`config.mk`:
```
export PLATFORM = sky130hd
export DESIGN_NAME = seq_detect_ctrl
export DESIGN_NICKNAME = d
export VERILOG_FILES = /design/src/rtl/seq_detect_ctrl.sv
export SDC_FILE = /design/constraint.sdc
export NUM_CORES = 1
export LEC_CHECK = 0
export BUFFER_PORTS_ARGS = -buffer_cell sky130_fd_sc_hd__buf_2
export CORE_UTILIZATION = 55
export DETAILED_ROUTE_END_ITERATION = 7
export PLACE_DENSITY = 0.8
export SYNTH_ARGS = -nofsm -noshare
export SYNTH_HDL_FRONTEND = slang
export SYNTH_SLANG_ARGS = --single-unit
```
`constraint.sdc`:
```
create_clock -name clk -period 4.1 [get_ports clk]
set_input_delay 0.205 -clock clk [delete_from_list [all_inputs] [get_ports clk]]
set_output_delay 0.205 -clock clk [all_outputs]
set_load 0.01 [all_outputs]
```
`src/rtl/seq_detect_ctrl.sv`:
```
// seq_detect_ctrl: armed serial pattern detector with match counting, hit target and bit-window timeout
module seq_detect_ctrl #(
    parameter int PAT_W = 3,
    parameter int CNT_W = 8
) (
    input  logic             clk,
    input  logic             rst,
    input  logic             start,
    input  logic             abort,
    input  logic [PAT_W-1:0] pattern,
    input  logic             overlap,
    input  logic [CNT_W-1:0] target,
    input  logic [CNT_W-1:0] window,
    input  logic             x,
    input  logic             x_valid,
    output logic             busy,
    output logic             match,
    output logic [CNT_W-1:0] match_count,
    output logic             done,
    output logic             hit,
    output logic             timeout
);
    localparam int FW = $clog2(PAT_W + 1);
    localparam logic [FW-1:0] FULL = FW'(PAT_W);

    typedef enum logic [1:0] {IDLE, RUN, DONE} state_t;

    state_t           state;
    logic [PAT_W-1:0] pat, hist, hist_n;
    logic             ovl;
    logic [CNT_W-1:0] tgt, win, bit_cnt, bit_n, cnt_n;
    logic [FW-1:0]    fill, fill_n;
    logic             is_match, hit_n, to_n;

    // next-bit view of the detector, used only when a bit is accepted in RUN
    always_comb begin
        hist_n   = {hist[PAT_W-2:0], x};
        fill_n   = (fill == FULL) ? FULL : fill + 1'b1;
        is_match = (hist_n == pat) && (fill_n == FULL);
        cnt_n    = match_count + {{(CNT_W-1){1'b0}}, is_match && !(&match_count)};
        bit_n    = bit_cnt + 1'b1;
        hit_n    = (tgt != '0) && is_match && (cnt_n == tgt);
        to_n     = (win != '0) && (bit_n == win) && !hit_n;
    end

    // session FSM with registered status outputs
    always_ff @(posedge clk or posedge rst) begin
        if (rst) begin
            state       <= IDLE;
            pat         <= '0;
            ovl         <= 1'b0;
            tgt         <= '0;
            win         <= '0;
            hist        <= '0;
            fill        <= '0;
            bit_cnt     <= '0;
            busy        <= 1'b0;
            match       <= 1'b0;
            match_count <= '0;
            done        <= 1'b0;
            hit         <= 1'b0;
            timeout     <= 1'b0;
        end else begin
            match <= 1'b0;
            done  <= 1'b0;
            case (state)
                IDLE: if (start) begin
                    state       <= RUN;
                    pat         <= pattern;
                    ovl         <= overlap;
                    tgt         <= target;
                    win         <= window;
                    hist        <= '0;
                    fill        <= '0;
                    bit_cnt     <= '0;
                    match_count <= '0;
                    hit         <= 1'b0;
                    timeout     <= 1'b0;
                    busy        <= 1'b1;
                end
                RUN: if (abort) begin
                    state <= IDLE;
                    busy  <= 1'b0;
                end else if (x_valid) begin
                    hist        <= hist_n;
                    fill        <= (is_match && !ovl) ? '0 : fill_n;
                    bit_cnt     <= bit_n;
                    match       <= is_match;
                    match_count <= cnt_n;
                    hit         <= hit_n;
                    timeout     <= to_n;
                    done        <= hit_n || to_n;
                    state       <= (hit_n || to_n) ? DONE : RUN;
                end
                DONE: begin
                    state <= IDLE;
                    busy  <= 1'b0;
                end
                default: state <= IDLE;
            endcase
        end
    end
endmodule

```
-- Word-level counts from Yosys, hierarchy flattened
Cells that the tools add are included.
- register bits: 47
- RAM bits: 0
- bits of input ports: 26
- bits in latches: 0
- memory bits (read-only): 0
- memories kept: 0
- logic and storage cells: 88
- bitwise gates (word level): 0
- div/mod/pow operators: 0
- reductions and logical operators: 21
- multiplexer cells: 38
- shifts and indexed selects: 0
- equality and inequality tests: 12
- $mul: 0
- $add $sub $neg: 3
- $lt $le $gt $ge: 0
- operators by type and width (kind ; number):
    $mux W8 ; 5
    $pmux W8 S2 ; 2
    $mux W2 ; 12
    $eq A8 B8 Y1 ; 2
    $reduce_bool A8 Y1 ; 2
    $mux W1 ; 13
    $pmux W2 S2 ; 3
    $add A8 B1 Y8 ; 1
    $add A8 B1 Y8 const B ; 1
    $ne A2 B2 Y1 const B ; 4
    $reduce_and A8 Y1 ; 1
    $logic_and A1 B1 Y1 ; 7
    $eq A2 B2 Y1 const B ; 3
    $pmux W1 S2 ; 2
    $reduce_and A2 Y1 ; 2
    $reduce_and A4 Y1 ; 1
    $eq A3 B3 Y1 ; 1
    $logic_not A1 Y1 ; 3
    $ne A3 B3 Y1 const B ; 1
    $pmux W1 S3 ; 1
    $reduce_and A3 Y1 ; 1
    $reduce_bool A3 Y1 ; 1
    $add A2 B1 Y2 const B ; 1
    $eq A2 B1 Y1 const B ; 1
    other kinds (3) ; 3

-- Logic depth before layout (Yosys ltp)
- word-level depth: 15
- gate-level depth with buffers: 12

-- Least setup slack after synthesis
Ideal clock, no wire load.
- path type: reg2reg
- start point: register match_count[4]
- end point: register state[0]
- path buffers: 1
- clock period less this slack: 2.631 ns
- data required time: 3.973 ns
- cell stages (with the launch flop): 12
- library setup time: 0.127 ns
- slack: 1.469 ns
- arrival time: 2.504 ns
- path through: dfrtp_1 > buf_6 > nand2_1 > nor3_1 > nor2_1 > ha_1 > ha_1 > a211o_1 > a211o_1 > a2111oi_4 > a21o_1 > a31oi_1
- word-level cells in the longest chain between the ends: 13
- RTL lines (item ; line ; RTL):
    start: declaration ; 18 ; output logic [CNT_W-1:0] match_count,
    start signal: assignment ; 89 ; match_count <= cnt_n;
    $reduce_and A8 Y1 ; 40 ; cnt_n = match_count + {{(CNT_W-1){1'b0}}, is_match && !(&match_count)};
    $logic_not A1 Y1 ; 40 ;
    $logic_and A1 B1 Y1 ; 40 ;
    $add A8 B1 Y8 (*) ; 40 ;
    $eq A8 B8 Y1 (*) ; 42 ; hit_n = (tgt != '0) && is_match && (cnt_n == tgt);
    $logic_and A1 B1 Y1 (*) ; 42 ;
    $logic_not A1 Y1 ; 43 ; to_n = (win != '0) && (bit_n == win) && !hit_n;
    $logic_and A1 B1 Y1 ; 43 ;
    $logic_or A1 B1 Y1 (*) ; 93 ; state <= (hit_n || to_n) ? DONE : RUN;
    $mux W2 (*) ; 93 ;
    $mux W2 (*) ; 84 ; end else if (x_valid) begin
    $mux W2 (*) ; 81 ; RUN: if (abort) begin
    $pmux W2 S2 (*) ; 66 ; case (state)
    end signal: assignment ; 93 ;
    end: declaration ; 28 ; state_t state;
Mark *: on every way between the ends. The rest lies on a longest branch, timed or not. The select of a mux whose other input is x is not followed.
A chain may end at the register's enable or synchronous reset.

-- Final worst setup path
- start point: register match_count[4]
- end point: register done
- word-level cells in the longest chain between the ends: 12
- RTL lines (item ; line ; RTL):
    $reduce_and A8 Y1 ; 40 ;
    $logic_not A1 Y1 ; 40 ;
    $logic_and A1 B1 Y1 ; 40 ;
    $add A8 B1 Y8 (*) ; 40 ;
    $eq A8 B8 Y1 (*) ; 42 ;
    $logic_and A1 B1 Y1 (*) ; 42 ;
    $logic_not A1 Y1 ; 43 ;
    $logic_and A1 B1 Y1 ; 43 ;
    $logic_or A1 B1 Y1 (*) ; 92 ; done <= hit_n || to_n;
    $mux W1 (*) ; 84 ;
    $mux W1 (*) ; 81 ;
    $mux W1 (*) ; 66 ;
    end signal: assignment ; 92 ;
    end: declaration ; 19 ; output logic done,
Mark *: on every way between the ends. The rest lies on a longest branch, timed or not.

==> flow_summary.ini <==
[synthesis]
synth-edff-count = 0
synth-async-reset-ratio = 1.00
synth.avg_cell_area_um2 = 9.99
ys.warnings.count = 0
synth_seq_cells = 47
mappedNetlistNets = 287
yosys_most_used_dff = dfrtp_1
ys_types = 40
yosysSeqAreaShare = 0.461
syn-cell-area_um2 = 2550
synth_cells = 255

[clock_tree]
numCtsBuffers = 5
h-tree-depth = 2
root_buffer = clkbuf_8
clkSlewWorstSetupHoldPaths_ns = 0.09
cts_resized = 0
cts_tree = done
cts_buffer_depth = 2
clock-sinks = 47
cts_hold_buf = 0
clock_latency_ns = 0.29
postCtsSetupBuffers = 0

[timing]
max_slew.worst_pin.slew_ns = 0.945
fin_crit_sh = 0.730
rsz0062_at_grt = no
fmax_mhz = 334
post-route-min-period_ns = 2.99
finalClockSkew_ns = 0.0119
fin_setup_tns_ns = 0
holdWs_ns = 0.115
finalSetupViolCount = 0
drv_slew = 0
timing.slew.headroom = 0.369
finalHoldViolations = 0

[critical_path]
cp.required_ns = 4.33
worstSetupPathType = register to register
cp_cell_sequence = nand2_1 -> nor3_1 -> nor2_1 -> ha_1 -> ha_1 -> a211o_1 -> a211o_1 -> a2111oi_4 -> a21o_1 -> nor2b_1
path_max_fanout = 10
path_delay_family = compound AO/OA/AOI/OAI gates
slowest_delay_ns = 0.54
arrival_ns = 3.22
start_kind = register
critPathSlowestCell = dfrtp_1
cp-end-kind = register
path_buf_inv = 0

[drt]
via_count = 2056
wirelength_um = 5130
antenna_left = 0
detail_route.iter0.violations = 169
drc = 0
firstDrtPassIters = 4
viasPerCell = 6.03
wl_per_cell_um = 15.0

[place]
dp_hpwl_um = 3690
portBuffers = 38
place.gp.congestion = 0.848

[run]
cap_violations = 0

[die]
io_pins = 39
die-area_um2 = 4910
rows = 24
start_util = 0.577
dieHeight_um = 70.1
die_x_um = 70.1
fp.coreArea_um2 = 4410

[pwr]
p_seq_frac = 0.440
clockPowerShare = 0.167
power.density_nw_per_um2 = 627
p_leak_nw = 1.24
worst_ir_drop_vdd_v = 0.000356
p_sw_frac = 0.380
p_sw_w = 0.000677
p_total_w = 0.00178
intPower_w = 0.00110
combPwrFrac = 0.392

[final_layout]
layout.cells.most_common = dfrtp_1
regArea_um2 = 1180
most-common-layout-cells = dfrtp_1, buf_2, nand2_1
nFillCells = 348
final_util = 0.643
antenna_cells = 0
nets = 320
multi_input_area_um2 = 1290
syn2layout_area_growth_pct = 11.4
layout-drive-gt1-share = 0.239

[global_routing]
grt_usage = 0.226
antenna_found_initial = 0
grt_pass1_vias = 1926
gr-total-overflow = 0
grt_max_degree = 48
grt_first_pass_wirelength_um = 8870

[hold_path]
hp-class = primary input to async pin

[outcome]
status = finished clean
==> per-layer routing <==
metal | track usage | vias up | share of wire
li1 | - | 976 | -
met2 | 0.354 | 65 | 0.48
met1 | 0.325 | 1011 | 0.46
met3 | 0.0462 | 4 | 0.052
met4 | 0.0556 | 0 | 0.0096
met5 | 0 | - | 0
==> final timing paths <==
kind                            cells after the start           start        endpoint  slack, ns
min in group clk                                    2         x_valid        state[0]       0.13
worst max register to register                     10  match_count[4]            done       1.11
worst max-delay path                               10  match_count[4]            done       1.11
worst min register to register                      2         timeout         timeout       0.51
max in group asynchronous                           2             rst          win[0]       3.38
worst min-delay path                                2             rst  match_count[2]       0.11
==> registers in the layout, indices dropped and copies added, names as in the netlist <==
name	count
bit_cnt	8
match_count	8
tgt	8
win	8
pat	3
fill	2
hist	2
state	2
busy	1
done	1
hit	1
match	1
ovl	1
timeout	1
==> power groups by stage <==
stage | Combinational (W) | Sequential [W] | Clock (W)
after floorplan | 0.000574 | 0.000745 | 0
after global placement | 0.000670 | 0.000783 | 0
after detailed placement | 0.000694 | 0.000791 | 0
after CTS | 0.000701 | 0.000781 | 0.000302
after global routing | 0.000779 | 0.000814 | 0.000323
final | 0.000699 | 0.000784 | 0.000298
==> logic make-up after synthesis <==
family,synth area share
buffers and inverters,0.0339
and+or+nand+nor,0.160
adders and majority gates,0.0295
xor gates and xnor gates,0.0687
muxes,0.0928
DFF,0.461
AOI/OAI and AO/OA,0.154
==> cells in the mapped netlist (4+ instances only) <==
cell	instances	area (µm²)
a21oi_1	12	60.1
clkbuf_1	7	26.3
dfrtp_1	47	1180
ha_1	6	75.1
inv_1	6	22.5
mux2_2	20	225
nand2_1	30	113
nand3_1	6	30.0
nand4_1	4	25.0
nor2_1	14	52.6
nor2b_1	5	31.3
nor3_1	7	35.0
nor4_1	4	25.0
o21ai_0	13	65.1
o21ai_1	11	55.1
o31ai_1	6	45.0
xnor2_1	15	131
xor2_1	5	43.8
==> metrics by stage <==
step	setup WS [ns]	area, µm²	std cells
6_report	1.11	2840	341
4_1_cts	1.13	2840	341
2_1_floorplan	1.47	2550	255
3_3_place_gp	1.31	2740	333
3_5_place_dp	1.16	2740	333
5_1_grt	0.964	2840	341
==> final cells by class <==
type | instances | share of cell area
clock buffer | 8 | 0.0352
tap | 52 | 0.0229
sequential | 47 | 0.414
multi-input combinational | 190 | 0.453
inverter | 6 | 0.00793
timing repair buffer | 38 | 0.0670
Power figures use the tool's default switching activity.
